File: src/rtl/i2s_pkg.sv
// Shared constants and state encodings for the I2S transmitter.
// Slot/frame geometry is fixed by the I2S framing; sample width is a module parameter.
package i2s_pkg;

  localparam int SLOT_BITS  = 32;
  localparam int FRAME_BITS = 64;

  typedef enum logic [1:0] {
    IDLE      = 2'd0,
    PRIME_REQ = 2'd1,
    PRIME_CAP = 2'd2,
    RUN       = 2'd3
  } state_t;

  typedef enum logic [1:0] {
    FETCH_IDLE = 2'd0,
    FETCH_REQ  = 2'd1,
    FETCH_CAP  = 2'd2
  } fetch_t;

endpackage

File: src/rtl/i2s_clkgen.sv
// BCLK generator: divider counter plus bclk register, with one-cycle tick
// strobes on the clk edge where bclk rises/falls. clear holds bclk low.
module i2s_clkgen
  import i2s_pkg::*;
#(
  parameter int BCLK_DIV = 4
) (
  input  logic clk,
  input  logic reset,
  input  logic clear,
  output logic bclk,
  output logic rise_tick,
  output logic fall_tick
);

  localparam int            CW   = (BCLK_DIV > 2) ? $clog2(BCLK_DIV) : 1;
  localparam logic [CW-1:0] TERM = CW'(BCLK_DIV - 1);

  logic [CW-1:0] cnt_r;
  logic          bclk_r;
  logic          term_s;

  assign term_s    = (cnt_r == TERM) && !clear;
  assign rise_tick = term_s && !bclk_r;
  assign fall_tick = term_s && bclk_r;
  assign bclk      = bclk_r;

  // divider count and bclk toggle at terminal count
  always_ff @(posedge clk) begin
    if (reset || clear) begin
      cnt_r  <= '0;
      bclk_r <= 1'b0;
    end else if (term_s) begin
      cnt_r  <= '0;
      bclk_r <= ~bclk_r;
    end else begin
      cnt_r  <= cnt_r + 1'b1;
      bclk_r <= bclk_r;
    end
  end

endmodule

File: src/rtl/i2s_tx.sv
// I2S transmitter: primes a hold register from the sample FIFO, then streams
// 64-bit frames (left slot, right slot) MSB-first while prefetching the next word.
module i2s_tx
  import i2s_pkg::*;
#(
  parameter int SAMPLE_BITS = 24,
  parameter int BCLK_DIV    = 4
) (
  input  logic                     clk,
  input  logic                     reset,
  input  logic                     enable,
  input  logic [2*SAMPLE_BITS-1:0] sample_in,
  input  logic                     sample_empty,
  output logic                     sample_rd,
  output logic                     bclk,
  output logic                     lrclk,
  output logic                     sdata,
  output logic                     underrun
);

  localparam int BCW = $clog2(FRAME_BITS);
  localparam int WW  = 2 * SAMPLE_BITS;

  state_t                 state_r, state_s;
  fetch_t                 fetch_r, fetch_s;
  logic [BCW-1:0]         bit_cnt_r, bit_cnt_s;
  logic [FRAME_BITS-1:0]  shift_r, shift_s;
  logic [WW-1:0]          hold_r, hold_s;
  logic [WW-1:0]          cap_word_s;
  logic                   zero_r, zero_s;
  logic                   lrclk_r, lrclk_s;
  logic                   sample_rd_r, sample_rd_s;
  logic                   underrun_r, underrun_s;
  logic                   fall_tick_s;
  logic                   rise_unused_s;

  // Each slot: one delay bit, the sample MSB-first, then zero pad.
  function automatic logic [FRAME_BITS-1:0] build_frame(input logic [WW-1:0] word);
    logic [SLOT_BITS-1:0] left_slot;
    logic [SLOT_BITS-1:0] right_slot;
    left_slot  = '0;
    right_slot = '0;
    left_slot[SLOT_BITS-2 -: SAMPLE_BITS]  = word[WW-1 -: SAMPLE_BITS];
    right_slot[SLOT_BITS-2 -: SAMPLE_BITS] = word[SAMPLE_BITS-1:0];
    return {left_slot, right_slot};
  endfunction

  i2s_clkgen #(
    .BCLK_DIV (BCLK_DIV)
  ) u_clkgen (
    .clk       (clk),
    .reset     (reset),
    .clear     (state_r != RUN),
    .bclk      (bclk),
    .rise_tick (rise_unused_s),
    .fall_tick (fall_tick_s)
  );

  // The FIFO output is only meaningful after a real read; an underrun captures silence.
  assign cap_word_s = zero_r ? {WW{1'b0}} : sample_in;

  // next-state, fetch sequencing and frame shifting
  always_comb begin
    state_s     = state_r;
    fetch_s     = fetch_r;
    bit_cnt_s   = bit_cnt_r;
    shift_s     = shift_r;
    hold_s      = hold_r;
    zero_s      = zero_r;
    lrclk_s     = lrclk_r;
    sample_rd_s = 1'b0;
    underrun_s  = 1'b0;

    case (state_r)
      IDLE: begin
        if (enable) begin
          state_s     = PRIME_REQ;
          sample_rd_s = !sample_empty;
          underrun_s  = sample_empty;
          zero_s      = sample_empty;
        end else begin
          state_s = IDLE;
        end
      end
      PRIME_REQ: begin
        state_s = PRIME_CAP;
      end
      PRIME_CAP: begin
        state_s     = RUN;
        hold_s      = cap_word_s;
        shift_s     = build_frame(cap_word_s);
        bit_cnt_s   = '0;
        lrclk_s     = 1'b0;
        fetch_s     = FETCH_REQ;
        sample_rd_s = !sample_empty;
        underrun_s  = sample_empty;
        zero_s      = sample_empty;
      end
      RUN: begin
        case (fetch_r)
          FETCH_REQ: fetch_s = FETCH_CAP;
          FETCH_CAP: begin
            fetch_s = FETCH_IDLE;
            hold_s  = cap_word_s;
          end
          default:   fetch_s = FETCH_IDLE;
        endcase

        if (fall_tick_s) begin
          if (bit_cnt_r == BCW'(FRAME_BITS - 1)) begin
            if (enable) begin
              shift_s     = build_frame(hold_r);
              bit_cnt_s   = '0;
              lrclk_s     = 1'b0;
              fetch_s     = FETCH_REQ;
              sample_rd_s = !sample_empty;
              underrun_s  = sample_empty;
              zero_s      = sample_empty;
            end else begin
              // Stop at the frame boundary; any prefetched word is dropped.
              state_s   = IDLE;
              shift_s   = '0;
              bit_cnt_s = '0;
              lrclk_s   = 1'b0;
              hold_s    = '0;
              zero_s    = 1'b0;
              fetch_s   = FETCH_IDLE;
            end
          end else begin
            bit_cnt_s = bit_cnt_r + 1'b1;
            shift_s   = {shift_r[FRAME_BITS-2:0], 1'b0};
            lrclk_s   = bit_cnt_s[BCW-1];
          end
        end else begin
          bit_cnt_s = bit_cnt_r;
        end
      end
      default: begin
        state_s = IDLE;
      end
    endcase
  end

  // state and datapath registers
  always_ff @(posedge clk) begin
    if (reset) begin
      state_r     <= IDLE;
      fetch_r     <= FETCH_IDLE;
      bit_cnt_r   <= '0;
      shift_r     <= '0;
      hold_r      <= '0;
      zero_r      <= 1'b0;
      lrclk_r     <= 1'b0;
      sample_rd_r <= 1'b0;
      underrun_r  <= 1'b0;
    end else begin
      state_r     <= state_s;
      fetch_r     <= fetch_s;
      bit_cnt_r   <= bit_cnt_s;
      shift_r     <= shift_s;
      hold_r      <= hold_s;
      zero_r      <= zero_s;
      lrclk_r     <= lrclk_s;
      sample_rd_r <= sample_rd_s;
      underrun_r  <= underrun_s;
    end
  end

  assign sample_rd = sample_rd_r;
  assign underrun  = underrun_r;
  assign lrclk     = lrclk_r;
  assign sdata     = shift_r[FRAME_BITS-1];

endmodule

File: config.mk
export PLATFORM = sky130hd
export DESIGN_NAME = i2s_tx
export DESIGN_NICKNAME = d
export VERILOG_FILES = /design/src/rtl/i2s_pkg.sv /design/src/rtl/i2s_clkgen.sv /design/src/rtl/i2s_tx.sv
export SDC_FILE = /design/constraint.sdc
export NUM_CORES = 1
export LEC_CHECK = 0
export ABC_AREA = 1
export CORE_UTILIZATION = 41
export DETAILED_ROUTE_END_ITERATION = 16
export GPL_TIMING_DRIVEN = 1
export PLACE_DENSITY = 0.58
export SLEW_MARGIN = 40
export SYNTH_ARGS = -nofsm -noshare
export SYNTH_HDL_FRONTEND = slang
export SYNTH_SLANG_ARGS = --single-unit
File: constraint.sdc
create_clock -name clk -period 1.52 [get_ports clk]
set_input_delay 0.152 -clock clk [delete_from_list [all_inputs] [get_ports clk]]
set_output_delay 0.152 -clock clk [all_outputs]
set_load 0.05 [all_outputs]
* After elaboration in Yosys (flattened, before gate mapping)
Index checks and enable logic that the tools add are counted.
** Word-level totals
- Flip-flop bits (word level) :: 129
- Input port bits :: 52
- Output and inout bits :: 5
** Operators by class
- $add $sub $neg :: 2
- Equality and inequality tests :: 12
- Mux-type cells :: 37
- Bitwise operators :: 1
- Reductions and logical operators :: 12
** Operator list (count)
- 48-bit two-way mux :: 5
- 64-bit two-way mux :: 2
- 64-bit case mux with 2 select lines :: 1
- 48-bit case mux with 2 select lines :: 1
- 63-bit two-way mux :: 1
- 1-bit two-way mux :: 12
- 2-bit two-way mux :: 6
- 6-bit two-way mux :: 2
- 6-bit case mux with 2 select lines :: 1
- 2-bit != test (second input constant) :: 5
- 1-bit case mux with 3 select lines :: 3
- 2-bit == test (second input constant) :: 4
- 2-bit case mux with 4 select lines :: 1
- 6-bit by 1-bit adder with 6-bit output (second input constant) :: 1
- 6-bit == test (second input constant) :: 1
- 2-bit by 1-bit == test with 1-bit output (second input constant) :: 2
- 2-bit case mux with 2 select lines :: 1
- 4-bit AND reduction :: 1
- 3-bit AND reduction :: 1
- 3-bit nonzero test :: 1
- 2-bit by 1-bit adder with 2-bit output (second input constant) :: 1
- 1-bit logical AND :: 2
- 1-bit zero test :: 2
- 2-bit zero test :: 1
- 6 further kinds :: 6

* Logic depth before layout (Yosys ltp)
- Word-level depth :: 6
- Gate-level depth with buffers :: 10
- Mapped depth without buffers :: 9

* Cells and area by module
From an unflattened synthesis, not the netlist that was laid out.
** Unflattened totals
- Cell total of the unflattened synthesis :: 1243
- Area total of the unflattened synthesis :: 7402.1 um^2
** Modules (own cells, without submodules)
- i2s_tx :: times used 1, cells each 1225, area each 7269.5 um^2, sequential area each 2362.3 um^2
- i2s_clkgen :: times used 1, cells each 18, area each 132.6 um^2, sequential area each 60.1 um^2

* Worst setup path before layout
Ideal clock, no wire load.
- Path kind :: register to register
- From :: register lrclk (netlist name)
- To :: register shift_r[39]
- Data arrival time :: 1.552 ns
- Path slack :: -0.141 ns
- Cell stages (with the launch flop) :: 10
- Clock period less this slack :: 1.661 ns
- Cell sequence :: dfxtp_1 -> nand2_1 -> nor2_4 -> nor2_1 -> buf_4 -> buf_6 -> nand2_1 -> nand3b_1 -> nand2_1 -> inv_1
** RTL lines
- to (signal assigned) :: RTL line i2s_tx.sv:160 : shift_r <= shift_s;
- to (decl) :: RTL line i2s_tx.sv:27 : logic [FRAME_BITS-1:0] shift_r, shift_s;

* Final worst setup path
- From :: register state_r[0]
- To :: register shift_r[27]
** Between the ends
- Cells in the longest elaborated chain, start to end :: 6
** RTL lines
- from (decl) :: RTL line i2s_tx.sv:24 : state_t state_r, state_s;
- from (signal assigned) :: RTL line i2s_tx.sv:157 : state_r <= state_s;
- 2-bit != test :: RTL line i2s_tx.sv:53 : .clear (state_r != RUN),
- 1-bit zero test :: RTL line i2s_clkgen.sv:23 : assign term_s = (cnt_r == TERM) && !clear;
- 1-bit logical AND :: RTL line i2s_clkgen.sv:23
- 1-bit logical AND :: RTL line i2s_clkgen.sv:25 : assign fall_tick = term_s && bclk_r;
- 2-bit != test (no source line)
- 2-bit AND reduction (no source line)
Several ways; a longest one is shown, not always the timed one.
A chain may end at the register's enable or synchronous reset.

==> results.sh <==
export IMPL_die_area_sq_um=18200
export IMPL_design_area_sq_um=9832
export IMPL_cp_max_fo=21
export IMPL_cts_root_buf="clkbuf_16"
export IMPL_ys_ff_latch=121
export IMPL_crit_path_end_kind="flip-flop"
export IMPL_max_freq_mhz=655.3
export IMPL_drt_iter0_markers=424
export IMPL_num_fill_cells=1698
export IMPL_final_cells=1530
export IMPL_initial_core_util_pct=41.88
export IMPL_grt_pass1_wl_um=34270
export IMPL_synth_nets=1267
export IMPL_whs_path_depth=3
export IMPL_gp_congestion=0.7707
export IMPL_placementRows=48
export IMPL_crit_required_ns=1.83
export IMPL_min_from="sample_in[0]"
export IMPL_fin_worst_skew_ns=0.008294
export IMPL_num_vias=7539
export IMPL_cellPowerDensity_nw_per_um2=1275
export IMPL_grt_remaining_overflow=0
export IMPL_fp_dieW_um=134.9
export IMPL_num_antenna_cells=0
export IMPL_synth_enable_flop_cells=0
export IMPL_cts_buffer_depth=2
export IMPL_p_switching_mw=4.378
export IMPL_yosys_warnings=0
export IMPL_fin_crit_ns=1.526
export IMPL_r2r_end="shift_r[27]$_SDFFE_PP0P_"
export IMPL_dp_cells=1474
export IMPL_clk_latency_ns=0.42
export IMPL_critPathKind="flip-flop to flip-flop"
export IMPL_vias_per_cell=4.927
export IMPL_synthCells=1209
export IMPL_hp_class="input pin to flip-flop"
export IMPL_num_nets_final=1350
export IMPL_synth_area_top_cells="dfxtp_1 (33%), nand2_1 (21%), inv_1 (9.7%), nand3_1 (8.0%), o21ai_0 (7.2%)"
export IMPL_rsz0062_at_grt="true"
export IMPL_synth_avg_cell_area_sq_um=5.992
export IMPL_placed_cell_area_sq_um=8392
export IMPL_setup_violations=4
export IMPL_reg2regPathDepth=10
export IMPL_core_sq_um=17300
export IMPL_slew_headroom_pct=69.18
export IMPL_tightest_slew_ns=0.4623
export IMPL_synth_flop_cell="dfxtp_1"
export IMPL_synthTopCellsByCount="nand2_1 (401), inv_1 (187), dfxtp_1 (121)"
export IMPL_p_int_mw=8.155
export IMPL_synth_seq_area_share_pct=33.44
export IMPL_yosysMostFrequentCell="nand2_1"
export IMPL_async_flop_share_pct=0
export IMPL_timing_final_crit_share_pct=100.4
export IMPL_cap_violations=0
export IMPL_ir_worst_vdd_mv=0.7771
export IMPL_critPathLaunchType="flip-flop"
export IMPL_drc=0
export IMPL_place_ws_ns=-0.2000
export IMPL_crit_arrival_ns=1.84
export IMPL_grt_max_degree=46
export IMPL_run_status="finished, violations left"
export IMPL_place_port_buffers=56
export IMPL_drive_gt1_share_pct=16.70
export IMPL_drv_slew=0
export IMPL_cts_tree="done"
export IMPL_reg2reg_slack_ns=-0.006
export IMPL_holdBufCountCts=0
export IMPL_cts_inserted_buffers=17
export IMPL_hold_viol_final=0
export IMPL_clkTransAtPathRegs_ns=0.06
export IMPL_yosysTopAreaCell="dfxtp_1"
export IMPL_synth_area_sq_um=7244
export IMPL_p_sw_share_pct=34.93
export IMPL_p_comb_share_pct=32.6
export IMPL_hold_path_end="shift_r[7]$_SDFFE_PP0P_"
export IMPL_first_pass_iters=5
export IMPL_clock_sinks=121
export IMPL_syn_to_final_growth_pct=35.72
export IMPL_synth_distinct_cells=26
export IMPL_wl_per_cell_um=13.82
export IMPL_grt_total_usage_pct=23.62
export IMPL_pwr_share_seq_pct=35.1
export IMPL_wl_um=21150
export IMPL_clkPwrFrac_pct=32.2
export IMPL_antenna_left=0
export IMPL_grt_pass1_vias=6982
export IMPL_die_y_um=134.9
export IMPL_h_tree_depth=4
export IMPL_ios=57
export IMPL_yosysTopAreaCellShare_pct=33.44
export IMPL_r2r_start="state_r[0]$_SDFFE_PP0P_"
export IMPL_violations="negative setup slack"
export IMPL_dp_hpwl_um=12160
export IMPL_antenna_found_initial=0
export IMPL_finalWorstSetupSlack_ns=-0.006134
export IMPL_leakagePower_nw=4.874
[per-stage QoR]
stage | TNS [ns] | util [%] | power (mW) | hold slack [ns]
2_1_floorplan | 0 | - | 6.917 | 0.2211
3_3_place_gp | -7.613 | 48.52 | 8.005 | 0.4232
3_5_place_dp | -11.07 | 48.52 | 8.017 | 0.4282
4_1_cts | -0.07425 | 53.80 | 12.29 | 0.3657
5_1_grt | -3.649 | 56.84 | 13.40 | 0.4092
6_report | -0.01780 | 56.84 | 12.53 | 0.3889
[cell usage in the layout (no fill, tap or decap), types with 6 or more instances in the layout]
| cell type | Yosys | final |
|---|---|---|
| o21ai_1 | 10 | 47 |
| buf_4 | 8 | 46 |
| buf_12 | 0 | 19 |
| nor2_1 | 49 | 46 |
| nand2_2 | 0 | 10 |
| clkbuf_16 | 0 | 21 |
| dfxtp_1 | 121 | 113 |
| clkdlybuf4s50_1 | 0 | 51 |
| dfxtp_2 | 0 | 6 |
| buf_6 | 3 | 14 |
| nand3_2 | 2 | 21 |
| nand3_1 | 116 | 92 |
| a21oi_2 | 0 | 25 |
| buf_8 | 0 | 6 |
| a21oi_1 | 66 | 41 |
| inv_1 | 187 | 186 |
| nand3b_1 | 47 | 47 |
| nand2_1 | 401 | 388 |
| o21ai_0 | 104 | 63 |
[routing by layer]
| layer | vias to the layer above | part of all wire, % | GRT usage [%] |
|---|---|---|---|
| met3 | 22 | 4.9 | 3.791 |
| li1 | 3920 | - | - |
| met2 | 192 | 47 | 39.69 |
| met5 | - | 0 | 0 |
| met1 | 3405 | 47 | 30.90 |
| met4 | 0 | 1.1 | 7.241 |
[sequential cells by signal, indices dropped and copies added (netlist names), 2 cells and up]
| register | count |
|---|---|
| state_r | 2 |
| shift_r | 57 |
| u_clkgen.cnt_r | 2 |
| hold_r | 48 |
| fetch_r | 2 |
| bit_cnt_r | 5 |
[final cells by class]
type / instances / area (sq um) / share of cell area, %
well taps: 225 / 281.5 / 2.863
multi-input cells: 813 / 4093 / 41.63
inverters: 195 / 744.5 / 7.572
clock inverters: 12 / 123.9 / 1.260
repair buffers: 144 / 1685 / 17.14
clock buffers: 20 / 466.7 / 4.747
flip-flops and latches: 121 / 2437 / 24.79
[power groups by stage]
stage	logic (mW)	registers, mW	clock network (mW)
2_1_floorplan	2.61	4.31	0
3_3_place_gp	3.59	4.42	0
3_5_place_dp	3.61	4.41	0
4_1_cts	3.80	4.37	4.12
5_1_grt	4.63	4.50	4.26
6_report	4.09	4.40	4.04
[worst max path at each step]
stage	cells past startpoint	from	end
final	10	state_r[0]$_SDFFE_PP0P_	shift_r[27]$_SDFFE_PP0P_
after global routing	10	state_r[0]$_SDFFE_PP0P_	shift_r[61]$_SDFFE_PP0P_
after CTS	8	bit_cnt_r[1]$_SDFFE_PP0P_	hold_r[19]$_SDFFE_PP0P_
after detailed placement	9	state_r[0]$_SDFFE_PP0P_	shift_r[11]$_SDFFE_PP0P_
after global placement	9	state_r[0]$_SDFFE_PP0P_	shift_r[10]$_SDFFE_PP0P_
after floorplan	10	state_r[0]$_SDFFE_PP0P_	shift_r[54]$_SDFFE_PP0P_
[cells by family (layout without fill, tap and decap cells)]
kind of cell	after synthesis	in the layout	synth area share [%]
AOI/OAI and AO/OA	183	183	12.73
adders and majority gates	6	6	1.036
buffers and inverters	275	371	15.53
DFF	121	121	33.44
and+or+nand+nor	624	624	37.27
[critical path, cell delays in order, from the launching register on]
cell,delay (ns)
dfxtp_4,0.36
ha_4,0.18
buf_4,0.16
buf_4,0.14
nand2_2,0.07
inv_4,0.07
buf_12,0.16
nand3_1,0.09
nand3b_1,0.10
nand2_1,0.07
inv_1,0.03
[what timing repair did]
| action | in CTS | in global routing |
|---|---|---|
| pin swaps | 9 | 24 |
| gates cloned | 3 | 4 |
| endpoints found under the setup margin | 115 | 113 |
| resized for setup | 49 | 122 |
| buffers inserted | 8 | 11 |
| hold endpoints to repair | 0 | 0 |
Power figures use the tool's default switching activity.
